File: config.mk
export PLATFORM = sky130hd
export DESIGN_NAME = pc_fetch_sequencer_flat
export DESIGN_NICKNAME = d
export VERILOG_FILES = /design/src/rtl/pc_fetch_sequencer_if.sv /design/src/rtl/pc_fetch_sequencer.sv /design/src/flat_wrapper.sv
export SDC_FILE = /design/constraint.sdc
export NUM_CORES = 1
export LEC_CHECK = 0
export BUFFER_PORTS_ARGS = -buffer_cell sky130_fd_sc_hd__buf_2
export CAP_MARGIN = 0
export CORE_MARGIN = 4
export CORE_UTILIZATION = 30
export DETAILED_ROUTE_END_ITERATION = 12
export PLACE_DENSITY = 0.64
export SKIP_CTS_REPAIR_TIMING = 1
export SLEW_MARGIN = 20
export SYNTH_ARGS = -nofsm -noshare
export SYNTH_HDL_FRONTEND = slang
export SYNTH_SLANG_ARGS = --single-unit
File: constraint.sdc
create_clock -name clk -period 4 [get_ports clk]
set_input_delay 1.2 -clock clk [delete_from_list [all_inputs] [get_ports clk]]
set_output_delay 1.2 -clock clk [all_outputs]
set_load 0.05 [all_outputs]
File: src/rtl/pc_fetch_sequencer_if.sv
// Bundle between the fetch sequencer, the PC register and instruction memory.
// Latency: wires only. Backpressure: imem_ready from memory; stall from the pipeline.
// Signals: pc/stall/redirect inputs and imem_ready come into the sequencer;
// nextPC/enable drive the PC register; imem_req/imem_addr/fetch_done/timeout go out.
interface pc_fetch_sequencer_if;
    logic [31:0] pc;
    logic        stall;
    logic        branch_taken;
    logic [31:0] branch_target;
    logic        jump;
    logic [31:0] jump_target;
    logic        trap;
    logic        imem_ready;
    logic [31:0] nextPC;
    logic        enable;
    logic        imem_req;
    logic [31:0] imem_addr;
    logic        fetch_done;
    logic        timeout;

    // Sequencer side.
    modport master (
        input  pc, stall, branch_taken, branch_target, jump, jump_target, trap, imem_ready,
        output nextPC, enable, imem_req, imem_addr, fetch_done, timeout
    );

    // Environment side (PC register, pipeline control, instruction memory).
    modport slave (
        output pc, stall, branch_taken, branch_target, jump, jump_target, trap, imem_ready,
        input  nextPC, enable, imem_req, imem_addr, fetch_done, timeout
    );
endinterface

File: src/rtl/pc_fetch_sequencer.sv
// Sequences the external PC register through instruction fetch (INIT/FETCH/WAIT/HALT).
// Latency: same-cycle request/ready handshake; PC loads on the next edge, one fetch per cycle at full rate.
// Backpressure: stall blocks a new request; imem_ready low holds the request in WAIT until MAX_WAIT, then sticky timeout.
// Ports: clk, reset (sync, active-high), bus (pc_fetch_sequencer_if.master).
// Optional feature: define SEQ_TRAP_EN to make trap the top-priority redirect to TRAP_VECTOR.
module pc_fetch_sequencer #(
    parameter logic [31:0] RESET_VECTOR = 32'h0000_0000,
    parameter logic [31:0] TRAP_VECTOR  = 32'h0000_0100,
    parameter int          MAX_WAIT     = 8
) (
    input  logic                 clk,
    input  logic                 reset,
    pc_fetch_sequencer_if.master bus
);

    localparam logic [1:0] ST_INIT  = 2'd0;
    localparam logic [1:0] ST_FETCH = 2'd1;
    localparam logic [1:0] ST_WAIT  = 2'd2;
    localparam logic [1:0] ST_HALT  = 2'd3;

    logic [1:0]  state;
    logic        pend_vld;
    logic [31:0] pend_tgt;
    logic [7:0]  wait_cnt;
    logic        timeout_q;

    logic        redir_vld;
    logic [31:0] redir_tgt;
    logic        accept;
    logic [31:0] sel_pc;

    // Live redirect winner; later assignments override earlier ones, so the
    // highest priority source is written last.
    always_comb begin
        redir_vld = 1'b0;
        redir_tgt = '0;
        if (bus.branch_taken) begin
            redir_vld = 1'b1;
            redir_tgt = bus.branch_target;
        end
        if (bus.jump) begin
            redir_vld = 1'b1;
            redir_tgt = bus.jump_target;
        end
`ifdef SEQ_TRAP_EN
        if (bus.trap) begin
            redir_vld = 1'b1;
            redir_tgt = TRAP_VECTOR;
        end
`endif
        redir_tgt = {redir_tgt[31:2], 2'b00};
    end

`ifndef SEQ_TRAP_EN
    // Trap input and vector are intentionally dead in this build.
    logic unused_trap;
    assign unused_trap = &{1'b0, bus.trap, TRAP_VECTOR};
`endif

    // Accept target: live redirect, then pending redirect, then sequential (wraps).
    always_comb begin
        sel_pc = bus.pc + 32'd4;
        if (redir_vld) begin
            sel_pc = redir_tgt;
        end else if (pend_vld) begin
            sel_pc = pend_tgt;
        end
        sel_pc = {sel_pc[31:2], 2'b00};
    end

    always_comb begin
        accept         = 1'b0;
        bus.enable     = 1'b0;
        bus.imem_req   = 1'b0;
        bus.fetch_done = 1'b0;
        bus.nextPC     = RESET_VECTOR;
        if (!reset) begin
            case (state)
                ST_INIT: begin
                    bus.enable = 1'b1;
                end
                ST_FETCH: begin
                    bus.imem_req = ~bus.stall;
                    bus.nextPC   = sel_pc;
                    accept       = ~bus.stall & bus.imem_ready;
                end
                ST_WAIT: begin
                    // Request is outstanding, so stall cannot withdraw it.
                    bus.imem_req = 1'b1;
                    bus.nextPC   = sel_pc;
                    accept       = bus.imem_ready;
                end
                default: begin
                end
            endcase
            if (accept) begin
                bus.enable     = 1'b1;
                bus.fetch_done = 1'b1;
            end
        end
    end

    assign bus.imem_addr = bus.pc;
    assign bus.timeout   = timeout_q & ~reset;

    always_ff @(posedge clk) begin
        if (reset) begin
            state     <= ST_INIT;
            pend_vld  <= 1'b0;
            pend_tgt  <= '0;
            wait_cnt  <= '0;
            timeout_q <= 1'b0;
        end else begin
            case (state)
                ST_INIT: begin
                    state <= ST_FETCH;
                end
                ST_FETCH: begin
                    if (!bus.stall && !bus.imem_ready) begin
                        state    <= ST_WAIT;
                        wait_cnt <= '0;
                    end
                end
                ST_WAIT: begin
                    if (bus.imem_ready) begin
                        state <= ST_FETCH;
                    end else begin
                        wait_cnt <= wait_cnt + 8'd1;
                        // This cycle is the MAX_WAIT-th unanswered WAIT cycle.
                        if (wait_cnt == 8'(MAX_WAIT - 1)) begin
                            state     <= ST_HALT;
                            timeout_q <= 1'b1;
                        end
                    end
                end
                default: begin
                end
            endcase

            // Pending redirect: latched on non-accept cycles, consumed on accept.
            if (state != ST_HALT) begin
                if (accept) begin
                    pend_vld <= 1'b0;
                end else if (redir_vld) begin
                    pend_vld <= 1'b1;
                    pend_tgt <= redir_tgt;
                end
            end
        end
    end

endmodule

File: src/flat_wrapper.sv
// flat-port wrapper written by rule: the top's interface ports become plain ports
module pc_fetch_sequencer_flat 
#(
    parameter logic [31:0] RESET_VECTOR = 32'h0000_0000,
    parameter logic [31:0] TRAP_VECTOR  = 32'h0000_0100,
    parameter int          MAX_WAIT     = 8
)
  (clk, reset, bus_pc, bus_stall, bus_branch_taken, bus_branch_target, bus_jump, bus_jump_target, bus_trap, bus_imem_ready, bus_nextPC, bus_enable, bus_imem_req, bus_imem_addr, bus_fetch_done, bus_timeout);
  pc_fetch_sequencer_if bus_i ();
  input  logic clk;
  input  logic reset;
  input wire logic [$bits(bus_i.pc)-1:0] bus_pc;
  input wire logic [$bits(bus_i.stall)-1:0] bus_stall;
  input wire logic [$bits(bus_i.branch_taken)-1:0] bus_branch_taken;
  input wire logic [$bits(bus_i.branch_target)-1:0] bus_branch_target;
  input wire logic [$bits(bus_i.jump)-1:0] bus_jump;
  input wire logic [$bits(bus_i.jump_target)-1:0] bus_jump_target;
  input wire logic [$bits(bus_i.trap)-1:0] bus_trap;
  input wire logic [$bits(bus_i.imem_ready)-1:0] bus_imem_ready;
  output wire logic [$bits(bus_i.nextPC)-1:0] bus_nextPC;
  output wire logic [$bits(bus_i.enable)-1:0] bus_enable;
  output wire logic [$bits(bus_i.imem_req)-1:0] bus_imem_req;
  output wire logic [$bits(bus_i.imem_addr)-1:0] bus_imem_addr;
  output wire logic [$bits(bus_i.fetch_done)-1:0] bus_fetch_done;
  output wire logic [$bits(bus_i.timeout)-1:0] bus_timeout;
  assign bus_i.pc = bus_pc;
  assign bus_i.stall = bus_stall;
  assign bus_i.branch_taken = bus_branch_taken;
  assign bus_i.branch_target = bus_branch_target;
  assign bus_i.jump = bus_jump;
  assign bus_i.jump_target = bus_jump_target;
  assign bus_i.trap = bus_trap;
  assign bus_i.imem_ready = bus_imem_ready;
  assign bus_nextPC = bus_i.nextPC;
  assign bus_enable = bus_i.enable;
  assign bus_imem_req = bus_i.imem_req;
  assign bus_imem_addr = bus_i.imem_addr;
  assign bus_fetch_done = bus_i.fetch_done;
  assign bus_timeout = bus_i.timeout;
  pc_fetch_sequencer #(.RESET_VECTOR(RESET_VECTOR), .TRAP_VECTOR(TRAP_VECTOR), .MAX_WAIT(MAX_WAIT)) u_core (.clk(clk), .reset(reset), .bus(bus_i));
endmodule
==> results.sh <==
export IMPL_max_stage_delay_ns=0.30
export IMPL_firstDrtPassIters=7
export IMPL_vias=3812
export IMPL_cellPowerDensity_mw_per_mm2=330
export IMPL_die_h_um=115
export IMPL_period_minus_slack_ns=4.01
export IMPL_cts_inserted_buffers=5
export IMPL_status="finished, violations left"
export IMPL_ys_ff_latch=42
export IMPL_drt_iter0_markers=238
export IMPL_cts_path_max_buffers=2
export IMPL_crit_family="buffers and inverters"
export IMPL_port_buffers=159
export IMPL_syn_inst=434
export IMPL_clk_pin_slew_ns=0.06
export IMPL_grt_use_total_pct=17.2
export IMPL_rows=38
export IMPL_antenna_found_initial=0
export IMPL_synth_cell_types=56
export IMPL_n_antenna_cell=0
export IMPL_setup_violations=1
export IMPL_die_area_mm2=0.0133
export IMPL_cts_sinks=42
export IMPL_synth_ff_type="dfxtp_1"
export IMPL_gr_total_overflow=0
export IMPL_synth_simple_area_share_pct=24.3
export IMPL_crit_path_cell_trace="buf_2 > ha_1 > and4_4 > nand4_1 > buf_4 > xor2_1 > a221oi_4 > buf_6"
export IMPL_drc_errors=0
export IMPL_viasPerCell=5.24
export IMPL_avgSynthCellArea_um2=7.93
export IMPL_maxCapViolations=0
export IMPL_violations="setup timing"
export IMPL_slew_violations=0
export IMPL_clock_root_buffer="clkbuf_16"
export IMPL_p_leak_uw=0.00220
export IMPL_worstPathMaxFanout=4
export IMPL_dp_hpwl_um=9380
export IMPL_max_freq_mhz=250
export IMPL_h_tree_depth=2
export IMPL_dieWidth_um=115
export IMPL_ys_warn_count=0
export IMPL_cp_arrival_ns=2.81
export IMPL_drive_above_1_share_pct=47.1
export IMPL_fillCellCount=1079
export IMPL_crit_path_start_kind="input port"
export IMPL_cts_tree="built"
export IMPL_start_util_pct=31.2
export IMPL_place_ws_ns=-0.122
export IMPL_max_slew_margin_rel_pct=60.7
export IMPL_ir_drop_uv=195
export IMPL_crit_required_ns=2.80
export IMPL_yosys_mux_area_fraction_pct=0.909
export IMPL_end_kind="output port"
export IMPL_avgRoutedWirePerCell_um=16.6
export IMPL_grt_max_degree=41
export IMPL_worstPathBufferInverterCount=3
export IMPL_clkLatencyLatePin_ns=0.28
export IMPL_async_flop_share_pct=0
export IMPL_hold_viol=0
export IMPL_worst_pin_slew_ns=0.583
export IMPL_rsz0062_at_grt="yes"
export IMPL_syn_area_mm2=0.00344
export IMPL_nets=697
export IMPL_grt_pass1_wl_um=18300
export IMPL_skew_ns=0.00514
export IMPL_path_class="input port to output port"
export IMPL_finalCritPeriodShare_pct=100
export IMPL_antenna_left=0
export IMPL_first_global_vias=3621
export IMPL_synth_xor_area_share_pct=7.89
export IMPL_ios=171
export IMPL_worst_slack_ns=-0.00751
export IMPL_gp_congestion=0.836
export IMPL_area_delta_synth_final_pct=51.3
export IMPL_placeableCoreArea_mm2=0.0110
export IMPL_routed_wl_um=12100
export IMPL_yosys_area_share_adder_pct=2.54
export IMPL_synth_compound_area_share_pct=27.4
export IMPL_timing_hold_worst_class="register to register"
export IMPL_ys_seq_area_share_pct=24.4
export IMPL_cp_slowest_cell="a221oi_4"
export IMPL_final_util_pct=47.2
export IMPL_synth_edf_count=0
export IMPL_synth_top_family_by_area="compound AO/OA/AOI/OAI gates"
-- registers in the layout, summed over array words and instances (netlist names) --
signal	flops
u_core.wait_cnt	8
u_core.state	2
u_core.pend_vld	1
u_core.pend_tgt	30
u_core.timeout_q	1
-- worst reg2reg max path, delay by kind of cell, from the launching register on --
family                   cells  cell delay, ns
AO/OA/AOI/OAI                2            0.68
adder cells (fa/ha/maj)      1            0.48
buffers and inverters        2            0.35
flip-flops                   1            0.40
AND/OR/NAND/NOR              2            0.23
-- kinds of logic after synthesis --
logic type / Yosys count
AO/OA/AOI/OAI: 132
XOR/XNOR: 31
adder cells (fa/ha/maj): 7
buffers and inverters: 74
flip-flops: 42
multiplexers: 3
other: 1
AND/OR/NAND/NOR: 144
-- where the power goes --
part,switching (uW),internal (uW)
logic,515,265
clock network,163,292
registers,25.1,456
total,703,1010
-- cells in the final DEF, fill, tap and decap left out, drive strengths merged, types with 6 or more instances in the layout --
cell type and count:
inv 9, a221oi 14, nand2 26, clkbuf 10, dfxtp 42, ha 7
a211oi 36, a22oi 30, nor4 7, nand4 7, nor3 11, nor2 54
o21ai 26, nand3 13, buf 204, a21oi 10, xnor2 23, and2 6
xor2 8
-- synthesized netlist by cell type (3+ instances only) --
library cell   n  area (um2)
xnor2_1       23         201
nor2_1        54         203
dfxtp_1       42         841
nand4_1        6        37.5
and2_1         6        37.5
nor3_1         7        35.0
o22ai_1        4        25.0
ha_1           7        87.6
and3_1         5        31.3
xor2_1         8        70.1
a22oi_1       30         225
o21ai_0       25         125
a21oi_1       10        50.1
nor3_2         4        40.0
a31oi_1        3        18.8
buf_4         34         255
nand2_1       25        93.8
a221oi_1      13         114
inv_1          9        33.8
buf_2          4        20.0
a211oi_1      32         240
clkbuf_1      23        86.3
nand3_1       11        55.1
nor4_4         4        85.1
a211oi_2       4        50.1
-- final cells by class --
class | instances | area, um2 | share of cell area, %
Clock buffer | 5 | 125 | 2.40
Multi-Input combinational cell | 319 | 2570 | 49.3
Tap cell | 140 | 175 | 3.36
Timing Repair Buffer | 209 | 1420 | 27.3
Clock inverter | 3 | 40.0 | 0.769
Sequential cell | 42 | 841 | 16.1
Inverter | 10 | 37.5 | 0.721
-- final timing paths --
path                                 startpoint                          endpoint  depth (start not counted)  slack (ns)
hold / removal    u_core.timeout_q$_SDFFE_PP0P_     u_core.timeout_q$_SDFFE_PP0P_                          2        0.47
setup reg to reg   u_core.state[0]$_SDFFE_PP0P_  u_core.pend_tgt[20]$_SDFFE_PP0P_                          7        1.76
setup / recovery                      bus_pc[3]                    bus_nextPC[14]                          8      -0.008
hold reg to reg   u_core.timeout_q$_SDFFE_PP0P_     u_core.timeout_q$_SDFFE_PP0P_                          2        0.47
-- per-layer routing --
metal,share of wire [%],track usage [%],vias up
met4,1.1,3.76,0
met5,0,0,-
met3,5.9,2.79,15
met1,45,24.5,1789
met2,48,27.4,138
li1,-,-,1870
-- through the flow --
stage               total power (uW)  std cells  TNS [ns]  instance area (um2)  hold slack, ns
floorplan                       1020        435    -0.561                 3720           0.429
global placement                1210        717    -0.463                 4730           0.448
detailed placement              1230        717    -0.827                 4730           0.458
CTS                             1690        725    -0.852                 4890           0.470
global route                    1800        728    -0.243                 5210           0.505
finish                          1720        728  -0.00751                 5210           0.466
Note: power is estimated with default switching activity, not from simulation.
